==> src/rtl/mdio_pkg.sv <==
// Shared constants for the CSR-controlled MDIO master: FSM encodings,
// register indices, frame field constants and the frame builder.
package mdio_pkg;

  localparam logic [2:0] S_IDLE     = 3'd0;
  localparam logic [2:0] S_PREAMBLE = 3'd1;
  localparam logic [2:0] S_HDR      = 3'd2;
  localparam logic [2:0] S_TA       = 3'd3;
  localparam logic [2:0] S_DATA     = 3'd4;
  localparam logic [2:0] S_DONE     = 3'd5;

  localparam logic [1:0] REG_CMD    = 2'd0;
  localparam logic [1:0] REG_STATUS = 2'd1;
  localparam logic [1:0] REG_RDATA  = 2'd2;

  localparam logic [1:0] MDIO_ST       = 2'b01;
  localparam logic [1:0] MDIO_OP_READ  = 2'b10;
  localparam logic [1:0] MDIO_OP_WRITE = 2'b01;
  localparam logic [1:0] MDIO_TA_WRITE = 2'b10;

  // Index of the last bit of each frame section (bit counter value).
  localparam logic [5:0] BIT_PRE_LAST = 6'd31;
  localparam logic [5:0] BIT_HDR_LAST = 6'd45;
  localparam logic [5:0] BIT_TA_LAST  = 6'd47;
  localparam logic [5:0] BIT_LAST     = 6'd63;

  // Reads fill TA/DATA with ones so the idle-high level is kept while oe is low.
  function automatic logic [63:0] build_frame(input logic        op_read,
                                              input logic [4:0]  phyad,
                                              input logic [4:0]  regad,
                                              input logic [15:0] wdata);
    logic [1:0]  op;
    logic [1:0]  ta;
    logic [15:0] data;
    op   = op_read ? MDIO_OP_READ : MDIO_OP_WRITE;
    ta   = op_read ? 2'b11 : MDIO_TA_WRITE;
    data = op_read ? 16'hFFFF : wdata;
    return {32'hFFFF_FFFF, MDIO_ST, op, phyad, regad, ta, data};
  endfunction

endpackage

==> src/rtl/mdio_clkgen.sv <==
// MDC divider: low half then high half per bit time, with one-cycle strobes
// that are active on the cycle before MDC changes level.
module mdio_clkgen #(
  parameter int CLK_DIV = 10
) (
  input  logic clk,
  input  logic rst,
  input  logic en,
  output logic mdc,
  output logic fall_stb,
  output logic rise_stb
);

  logic [7:0] cnt_q, cnt_d;
  logic       mdc_q, mdc_d;
  logic       half_end;

  always_comb begin
    half_end = en && (cnt_q == 8'(CLK_DIV - 1));
    rise_stb = half_end && !mdc_q;
    fall_stb = half_end && mdc_q;
    cnt_d    = cnt_q;
    mdc_d    = mdc_q;
    if (!en) begin
      cnt_d = 8'd0;
      mdc_d = 1'b0;
    end else if (half_end) begin
      cnt_d = 8'd0;
      mdc_d = !mdc_q;
    end else begin
      cnt_d = cnt_q + 8'd1;
    end
  end

  always_ff @(posedge clk) begin
    if (rst) begin
      cnt_q <= 8'd0;
      mdc_q <= 1'b0;
    end else begin
      cnt_q <= cnt_d;
      mdc_q <= mdc_d;
    end
  end

  assign mdc = mdc_q;

endmodule

==> src/rtl/csr_mdio.sv <==
// CSR-programmed MDIO (clause 22) master: one 64-bit-time frame per CMD write,
// STATUS with sticky done/rejected, RDATA holding the last read result.
module csr_mdio
  import mdio_pkg::*;
#(
  parameter logic [3:0] csr_addr = 4'h9,
  parameter int         CLK_DIV  = 10
) (
  input  logic        sys_clk,
  input  logic        sys_rst,
  input  logic [13:0] csr_a,
  input  logic        csr_we,
  input  logic [31:0] csr_di,
  output logic [31:0] csr_do,
  output logic        irq,
  output logic        phy_mdc,
  output logic        phy_mdio_o,
  output logic        phy_mdio_oe,
  input  logic        phy_mdio_i
);

  logic [2:0]  state_q, state_d;
  logic [5:0]  bit_cnt_q, bit_cnt_d;
  logic [63:0] frame_q, frame_d;
  logic        mdio_o_q, mdio_o_d;
  logic        oe_q, oe_d;
  logic [26:0] cmd_q, cmd_d;
  logic [15:0] rdata_q, rdata_d;
  logic [15:0] rd_shift_q, rd_shift_d;
  logic        done_q, done_d;
  logic        rej_q, rej_d;
  logic [31:0] csr_do_q, csr_do_d;

  logic bank_sel, cmd_wr, sts_wr, busy, running;
  logic fall_stb, rise_stb;
  logic unused_ok;

  assign bank_sel  = (csr_a[13:10] == csr_addr);
  assign cmd_wr    = csr_we && bank_sel && (csr_a[1:0] == REG_CMD);
  assign sts_wr    = csr_we && bank_sel && (csr_a[1:0] == REG_STATUS);
  assign busy      = (state_q != S_IDLE);
  assign running   = busy && (state_q != S_DONE);
  assign unused_ok = ^{csr_a[9:2], csr_di[31:27]};

  mdio_clkgen #(.CLK_DIV(CLK_DIV)) u_clkgen (
    .clk      (sys_clk),
    .rst      (sys_rst),
    .en       (running),
    .mdc      (phy_mdc),
    .fall_stb (fall_stb),
    .rise_stb (rise_stb)
  );

  always_comb begin
    state_d    = state_q;
    bit_cnt_d  = bit_cnt_q;
    frame_d    = frame_q;
    mdio_o_d   = mdio_o_q;
    oe_d       = oe_q;
    cmd_d      = cmd_q;
    rdata_d    = rdata_q;
    rd_shift_d = rd_shift_q;
    done_d     = done_q;
    rej_d      = rej_q;

    // Clears come first so a same-cycle set below takes priority.
    if (sts_wr) begin
      if (csr_di[1]) done_d = 1'b0;
      if (csr_di[2]) rej_d  = 1'b0;
    end
    if (cmd_wr && busy) rej_d = 1'b1;

    case (state_q)
      S_IDLE: begin
        mdio_o_d = 1'b1;
        oe_d     = 1'b0;
        if (cmd_wr) begin
          cmd_d     = csr_di[26:0];
          frame_d   = build_frame(csr_di[26], csr_di[25:21], csr_di[20:16], csr_di[15:0]);
          mdio_o_d  = frame_d[63];
          oe_d      = 1'b1;
          bit_cnt_d = 6'd0;
          state_d   = S_PREAMBLE;
        end
      end
      S_DONE: begin
        state_d = S_IDLE;
        done_d  = 1'b1;
        if (cmd_q[26]) rdata_d = rd_shift_q;
      end
      default: begin
        if (rise_stb && (state_q == S_DATA)) rd_shift_d = {rd_shift_q[14:0], phy_mdio_i};
        // Each MDC fall starts the next bit; the fall after bit 63 ends the frame.
        if (fall_stb) begin
          if (bit_cnt_q == BIT_LAST) begin
            state_d  = S_DONE;
            mdio_o_d = 1'b1;
            oe_d     = 1'b0;
          end else begin
            bit_cnt_d = bit_cnt_q + 6'd1;
            frame_d   = {frame_q[62:0], 1'b1};
            mdio_o_d  = frame_q[62];
            if (bit_cnt_q == BIT_PRE_LAST) begin
              state_d = S_HDR;
            end else if (bit_cnt_q == BIT_HDR_LAST) begin
              state_d = S_TA;
              if (cmd_q[26]) oe_d = 1'b0;
            end else if (bit_cnt_q == BIT_TA_LAST) begin
              state_d = S_DATA;
            end
          end
        end
      end
    endcase

    csr_do_d = 32'd0;
    if (bank_sel) begin
      case (csr_a[1:0])
        REG_CMD:    csr_do_d = {5'd0, cmd_q};
        REG_STATUS: csr_do_d = {29'd0, rej_q, done_q, busy};
        REG_RDATA:  csr_do_d = {16'd0, rdata_q};
        default:    csr_do_d = 32'd0;
      endcase
    end
  end

  always_ff @(posedge sys_clk) begin
    if (sys_rst) begin
      state_q    <= S_IDLE;
      bit_cnt_q  <= 6'd0;
      frame_q    <= 64'd0;
      mdio_o_q   <= 1'b1;
      oe_q       <= 1'b0;
      cmd_q      <= 27'd0;
      rdata_q    <= 16'd0;
      rd_shift_q <= 16'd0;
      done_q     <= 1'b0;
      rej_q      <= 1'b0;
      csr_do_q   <= 32'd0;
    end else begin
      state_q    <= state_d;
      bit_cnt_q  <= bit_cnt_d;
      frame_q    <= frame_d;
      mdio_o_q   <= mdio_o_d;
      oe_q       <= oe_d;
      cmd_q      <= cmd_d;
      rdata_q    <= rdata_d;
      rd_shift_q <= rd_shift_d;
      done_q     <= done_d;
      rej_q      <= rej_d;
      csr_do_q   <= csr_do_d;
    end
  end

  assign csr_do      = csr_do_q;
  assign irq         = (state_q == S_DONE);
  assign phy_mdio_o  = mdio_o_q;
  assign phy_mdio_oe = oe_q;

endmodule

==> config.mk <==
export PLATFORM = sky130hd
export DESIGN_NAME = csr_mdio
export DESIGN_NICKNAME = d
export VERILOG_FILES = /design/src/rtl/mdio_pkg.sv /design/src/rtl/mdio_clkgen.sv /design/src/rtl/csr_mdio.sv
export SDC_FILE = /design/constraint.sdc
export NUM_CORES = 1
export LEC_CHECK = 0
export CORE_ASPECT_RATIO = 1.4
export CORE_MARGIN = 8
export CORE_UTILIZATION = 40
export CTS_CLUSTER_DIAMETER = 40
export DETAILED_ROUTE_END_ITERATION = 6
export PLACE_DENSITY = 0.57
export SYNTH_ARGS = -nofsm -noshare
export SYNTH_HDL_FRONTEND = slang
export SYNTH_SLANG_ARGS = --single-unit
==> constraint.sdc <==
create_clock -name sys_clk -period 2.5 [get_ports sys_clk]
set_input_delay 0.375 -clock sys_clk [delete_from_list [all_inputs] [get_ports sys_clk]]
set_output_delay 0.375 -clock sys_clk [all_outputs]
set_load 0.02 [all_outputs]
; ---- Word-level counts from Yosys, hierarchy flattened
; Cells that the tools add are included.
[word_totals]
ff_bits = 176
input_bits = 50
out_inout_bits = 36
word_cells = 103
[classes]
add_sub_neg = 2
n_eq_ne = 14
muxes = 35
bitwise = 4
n_reduce_logical = 35
[op_table]
columns = op, count
row1 = $mux 63, 3
row2 = $pmux 63 s2, 1
row3 = $pmux 27 s3, 1
row4 = $eq 6x6->1 const B, 3
row5 = $mux 3, 6
row6 = $mux 6, 3
row7 = $mux 16, 1
row8 = $mux 1, 15
row9 = $pmux 6 s2, 1
row10 = $reduce_and 2->1, 6
row11 = $reduce_bool 3->1, 4
row12 = $reduce_bool 2->1, 5
row13 = $logic_and 1x1->1, 9
row14 = $add 8x1->8 const B, 1
row15 = $eq 8x4->1 const B, 1
row16 = $add 6x1->6 const B, 1
row17 = $eq 3x3->1 const B, 2
row18 = $eq 6x5->1 const B, 1
row19 = $pmux 3 s2, 1
row20 = $reduce_bool 6->1, 1
row21 = $reduce_or 2->1, 3
row22 = $reduce_and 5->1, 1
row23 = $eq 4x4->1 const B, 1
row24 = $not 1->1, 4
row25 = 14 further kinds, 15

; ---- Longest topological paths before layout
[logic_depth]
depth_word = 7
ltp_mapped = 8
ltp_nobuf = 6

; ---- By module
; From an unflattened synthesis, not the netlist that was laid out.
[unflattened]
hier_cells = 799
hier_area_um2 = 6538.8
[modules_own_cells]
columns = mod, instances, cells_per_inst, area_each_um2, seq_area_each_um2
row1 = csr_mdio, 1, 754, 6139.6, 3243.1
row2 = mdio_clkgen, 1, 45, 399.1, 180.2

; ---- Worst setup path before layout
; No wires, ideal clock.
[synth_timing]
path_type = register to register
start = register u_clkgen.mdc_q, in the netlist u_clkgen.mdc
end = register frame_q[10]
setup_ns = 0.121
arrival_time_ns = 1.997
required_ns = 2.379
setup_slack_ns = 0.382
stages_incl_launch_ff = 6
n_path_buf = 1
cell_sequence = dfxtp_1 > or4b_4 > a211oi_4 > o22ai_4 > buf_6 > mux2_4
[synth_between]
elab_chain_cells = 3
[synth_lines]
columns = element, line
row1 = start: declaration, mdio_clkgen.sv:15  ; logic mdc_q, mdc_d;
row2 = start signal: assignment, mdio_clkgen.sv:41  ; mdc_q <= mdc_d;
row3 = $logic_and 1x1->1, mdio_clkgen.sv:21  ; fall_stb = half_end && mdc_q;
row4 = $reduce_bool 2->1 (no source line), n/a
row5 = $reduce_and 4->1 (no source line), n/a
row6 = end signal: assignment, csr_mdio.sv:143  ; frame_q <= frame_d;
row7 = end: declaration, csr_mdio.sv:24  ; logic [63:0] frame_q, frame_d;
; No other way between the ends.
; A chain may end at the register's enable or synchronous reset.

; ---- Worst setup path in the final report
[layout_timing]
start = register state_q[0]
end = output irq
[layout_between]
elab_chain_cells = 1
[layout_lines]
columns = element, line
row1 = start: declaration, csr_mdio.sv:22  ; logic [2:0] state_q, state_d;
row2 = start signal: assignment, csr_mdio.sv:141  ; state_q <= state_d;
row3 = $eq 3x3->1, csr_mdio.sv:156  ; assign irq = (state_q == S_DONE);
row4 = end: declaration, csr_mdio.sv:15  ; output logic irq,
; No other way between the ends.

==> flow_summary.html <==
<table>
<tr><th>Metric</th><th>Value</th></tr>
<tr><th colspan="2">Cells and area</th></tr>
<tr><td>Antenna cell count</td><td>0</td></tr>
<tr><td>Proportion of layout cells with a drive suffix above 1</td><td>11.2%</td></tr>
<tr><td>Total number of nets in the final design</td><td>905</td></tr>
<tr><td>Signed area change from the synthesized netlist to the final layout</td><td>20.7%</td></tr>
<tr><th colspan="2">Floorplan</th></tr>
<tr><td>Core area</td><td>17900 um2</td></tr>
<tr><td>Die height</td><td>175 um</td></tr>
<tr><td>Horizontal extent of the die</td><td>129 um</td></tr>
<tr><td>Effective utilization at floorplan</td><td>40.4%</td></tr>
<tr><td>Number of cell rows</td><td>58</td></tr>
<tr><td>Total I/O pin count</td><td>86</td></tr>
<tr><td>DIE AREA</td><td>22600 um2</td></tr>
<tr><th colspan="2">Synth</th></tr>
<tr><td>Total of flip-flops plus latches after synthesis</td><td>171</td></tr>
<tr><td>Syn avg cell area</td><td>9.01 um2</td></tr>
<tr><td>Distinct cell type count after synthesis</td><td>58</td></tr>
<tr><td>Sequential share of the synthesized area</td><td>47.5%</td></tr>
<tr><td>Share of synthesized registers carrying an async set or reset</td><td>0%</td></tr>
<tr><td>Number of synthesized flops with an enable pin</td><td>0</td></tr>
<tr><td>Commonest cells in the synthesized netlist</td><td>sky130_fd_sc_hd__dfxtp_1 (171), sky130_fd_sc_hd__nand2_1 (121), sky130_fd_sc_hd__nor2_1 (66)</td></tr>
<tr><td>Cells after synthesis</td><td>800</td></tr>
<tr><td>Biggest area consumer among synthesized cells</td><td>sky130_fd_sc_hd__dfxtp_1</td></tr>
<tr><td>Top post-synthesis cells by area</td><td>sky130_fd_sc_hd__dfxtp_1 (47%), sky130_fd_sc_hd__nand2_1 (6.3%), sky130_fd_sc_hd__mux2i_1 (5.3%)</td></tr>
<tr><td>Mapped cell area</td><td>7210 um2</td></tr>
<tr><td>Count of yosys warnings during synthesis</td><td>0</td></tr>
<tr><td>Top-area cell type share of the netlist area</td><td>47.5%</td></tr>
<tr><td>Most repeated cell in the gate-level netlist after synthesis</td><td>sky130_fd_sc_hd__dfxtp_1</td></tr>
<tr><td>Top flip-flop cell by instance count after synthesis</td><td>sky130_fd_sc_hd__dfxtp_1</td></tr>
<tr><th colspan="2">Placed design</th></tr>
<tr><td>Worst slack after detailed placement</td><td>95.1 ps</td></tr>
<tr><td>Post-DP HPWL</td><td>11100 um</td></tr>
<tr><td>Port-buffer cells</td><td>67</td></tr>
<tr><td>Global placer's final weighted congestion</td><td>0.792</td></tr>
<tr><th colspan="2">Power</th></tr>
<tr><td>Power Total</td><td>6.55 mW</td></tr>
<tr><td>Static power due to leakage</td><td>3.41 nW</td></tr>
<tr><td>Power density of the placed cells</td><td>752 nW/um2</td></tr>
<tr><td>Worst ir drop on vdd</td><td>0.433 mV</td></tr>
<tr><th colspan="2">Timing</th></tr>
<tr><td>Worst setup skew after layout</td><td>9.01 ps</td></tr>
<tr><td>Unrepaired setup endpoints after global routing</td><td>false</td></tr>
<tr><td>Worst hold slack</td><td>344 ps</td></tr>
<tr><td>Final worst-path cycle share</td><td>88.2%</td></tr>
<tr><td>Pins over their slew limit</td><td>0</td></tr>
<tr><td>Min Clock Period, post-route</td><td>2210 ps</td></tr>
<tr><td>Max transition margin</td><td>52.5%</td></tr>
<tr><td>Transition time at the pin with the least slew margin</td><td>703 ps</td></tr>
<tr><td>Final hold violations</td><td>0</td></tr>
<tr><td>Setup TNS</td><td>0 ps</td></tr>
<tr><td>Setup ws final</td><td>295 ps</td></tr>
<tr><td># setup viols final</td><td>0</td></tr>
<tr><td>Achievable Freq</td><td>453 MHz</td></tr>
<tr><th colspan="2">Routing</th></tr>
<tr><td>Post-detailed-route DRC marker count</td><td>0</td></tr>
<tr><td>Wire length per cell after detailed routing</td><td>15.0 um</td></tr>
<tr><td>Number of DRC violations after detailed-routing iteration 0</td><td>315</td></tr>
<tr><td>Routed wire length</td><td>16500 um</td></tr>
<tr><td>Number of routed nets with antenna violations</td><td>0</td></tr>
<tr><td>Detail-routed via count per cell</td><td>5.09</td></tr>
<tr><td>Vias after detailed routing</td><td>5614</td></tr>
<tr><td>Pre-Repair DR Iteration Count</td><td>4</td></tr>
<tr><th colspan="2">Setup path</th></tr>
<tr><td>Arr. time, crit path</td><td>1830 ps</td></tr>
<tr><td>Largest delay contributor family on the critical path</td><td>buffers and inverters</td></tr>
<tr><td>Critical path cell sequence</td><td>buf_4 &gt; and3b_1 &gt; clkdlybuf4s50_1</td></tr>
<tr><td>WS Path Type</td><td>flip-flop to primary output</td></tr>
<tr><td>Worst-path cell with the longest stage delay</td><td>sky130_fd_sc_hd__clkdlybuf4s50_1</td></tr>
<tr><td>Crit path largest cell delay</td><td>650 ps</td></tr>
<tr><td>Required time of the critical path</td><td>2120 ps</td></tr>
<tr><td>Combined buffer and inverter count along the critical path</td><td>2</td></tr>
<tr><td>Sort of element at the start of the critical path</td><td>flip-flop</td></tr>
<tr><td>Element type at the critical path end</td><td>primary output</td></tr>
<tr><td>Peak fanout along the critical path</td><td>5</td></tr>
<tr><th colspan="2">GRT</th></tr>
<tr><td>Number of global-route vias before repair</td><td>5702</td></tr>
<tr><td>Pin count of the biggest net entering global routing</td><td>53</td></tr>
<tr><td>Wire length of the first global-routing pass</td><td>27700 um</td></tr>
<tr><td>Aggregate global routing overflow</td><td>0</td></tr>
<tr><td>Overall Global Routing Usage</td><td>15.1%</td></tr>
<tr><td>Number of antenna violations at the first check in global routing</td><td>0</td></tr>
<tr><th colspan="2">Clock tree</th></tr>
<tr><td>Clock insertion delay at the later pin of the skew report</td><td>420 ps</td></tr>
<tr><td>Level count of the clock H-tree</td><td>4</td></tr>
<tr><td>Maximum clock path buffer count</td><td>2</td></tr>
<tr><td>Clock edge transition at the registers on the reported setup and hold paths</td><td>70 ps</td></tr>
<tr><td>CTS Hold Bufs</td><td>0</td></tr>
<tr><td>Clock Tree Root</td><td>sky130_fd_sc_hd__clkbuf_16</td></tr>
<tr><td>Clock tree from TritonCTS</td><td>built</td></tr>
<tr><td>TritonCTS buffer count</td><td>17</td></tr>
<tr><td>Post-cts repair resize count</td><td>0</td></tr>
<tr><td>Number of setup buffers added after CTS</td><td>0</td></tr>
<tr><td>Clock sink count</td><td>171</td></tr>
<tr><th colspan="2">Hold path</th></tr>
<tr><td>Kind of path behind the tightest hold check</td><td>primary input to flip-flop</td></tr>
<tr><th colspan="2">Outcome</th></tr>
<tr><td>Run status</td><td>completed</td></tr>
<tr><th colspan="2">Job</th></tr>
<tr><td>Maximum Capacitance Violations</td><td>0</td></tr>
</table>
==> area by class of cell <==
| class | instances | area (um2) |
|---|---|---|
| Clock buffer | 22 | 464 |
| Clock inverter | 10 | 81.3 |
| Fill cell | 1783 | 9150 |
| Inverter | 26 | 97.6 |
| Multi-Input combinational cell | 540 | 3410 |
| Sequential cell | 171 | 3420 |
| Tap cell | 240 | 300 |
| Timing Repair Buffer | 95 | 928 |
==> final timing paths <==
path | start | cells after the start | to | slack (ps)
max | state_q[0] | 3 | irq | 290
min | sys_rst | 2 | done_q | 340
max reg2reg | state_q[1] | 7 | frame_q[39] | 420
min reg2reg | cmd_q[21] | 2 | cmd_q[21] | 440
==> routing by layer <==
| metal | track usage, % | vias to the layer above | share of wire [%] |
|---|---|---|---|
| met3 | 3.69 | 18 | 3.7 |
| met4 | 5.68 | 0 | 1.4 |
| met5 | 0 | - | 0 |
| li1 | - | 2842 | - |
| met2 | 24.6 | 91 | 48 |
| met1 | 18.7 | 2663 | 47 |
==> cells in the final DEF (no fill, tap or decap), types with 4 or more instances in the layout <==
master / Yosys / layout
sky130_fd_sc_hd__a211oi_1: 22 / 22
sky130_fd_sc_hd__a21oi_1: 59 / 59
sky130_fd_sc_hd__and2_1: 14 / 14
sky130_fd_sc_hd__and3_1: 4 / 4
sky130_fd_sc_hd__buf_12: 0 / 4
sky130_fd_sc_hd__buf_4: 6 / 25
sky130_fd_sc_hd__clkbuf_16: 0 / 17
sky130_fd_sc_hd__clkdlybuf4s50_1: 0 / 66
sky130_fd_sc_hd__conb_1: 1 / 5
sky130_fd_sc_hd__dfxtp_1: 171 / 171
sky130_fd_sc_hd__ha_1: 4 / 4
sky130_fd_sc_hd__inv_1: 25 / 25
sky130_fd_sc_hd__inv_6: 0 / 5
sky130_fd_sc_hd__mux2_2: 4 / 4
sky130_fd_sc_hd__mux2_4: 24 / 24
sky130_fd_sc_hd__mux2i_1: 38 / 38
sky130_fd_sc_hd__nand2_1: 121 / 121
sky130_fd_sc_hd__nand3_1: 10 / 10
sky130_fd_sc_hd__nand4_1: 16 / 16
sky130_fd_sc_hd__nor2_1: 66 / 66
sky130_fd_sc_hd__nor2b_1: 27 / 27
sky130_fd_sc_hd__nor3_1: 35 / 35
sky130_fd_sc_hd__nor4_1: 23 / 23
sky130_fd_sc_hd__o211a_1: 12 / 12
sky130_fd_sc_hd__xor2_1: 6 / 6
==> sequential cells by signal, indices dropped and copies added (netlist names) <==
register	cells
cmd_q	27
done_q	1
phy_mdio_oe	1
u_clkgen.cnt_q	8
frame_q	63
bit_cnt_q	6
phy_mdio_o	1
u_clkgen.mdc	1
csr_do	27
state_q	3
rdata_q	16
rd_shift_q	16
rej_q	1
==> report_power, final <==
group | internal, mW | switching, mW | leakage (nW)
clock network | 1.34 | 1.10 | 0.263
logic | 0.449 | 0.515 | 1.76
registers | 3.01 | 0.124 | 1.38
total | 4.80 | 1.74 | 3.41
==> worst register-to-register path, cell delays in order, from the launching register on <==
cell and delay, ps:
sky130_fd_sc_hd__dfxtp_1 360, sky130_fd_sc_hd__or3_2 490, sky130_fd_sc_hd__buf_4 260, sky130_fd_sc_hd__o21ai_1 150, sky130_fd_sc_hd__buf_4 260, sky130_fd_sc_hd__a22oi_4 80
sky130_fd_sc_hd__buf_12 170, sky130_fd_sc_hd__o211a_1 200
==> through the flow <==
stage	cell area [um2]	instances	util, %
2_1_floorplan	7230	804	-
3_3_place_gp	8160	1072	45.7
3_5_place_dp	8160	1072	45.7
4_1_cts	8700	1104	48.8
5_1_grt	8700	1104	48.8
6_report	8700	1104	48.8
==> kinds of logic after synthesis <==
family                     count (synthesis)  share of synthesized area [%]
and+or+nand+nor                          338                           23.0
AOI/OAI and AO/OA                        119                           11.3
xor gates and xnor gates                   8                          0.972
other                                      1                         0.0520
muxes                                     66                           10.9
DFF                                      171                           47.5
buffers and inverters                     93                           5.57
adders and majority gates                  4                          0.694
No activity file was read; power rests on OpenSTA's default activity.
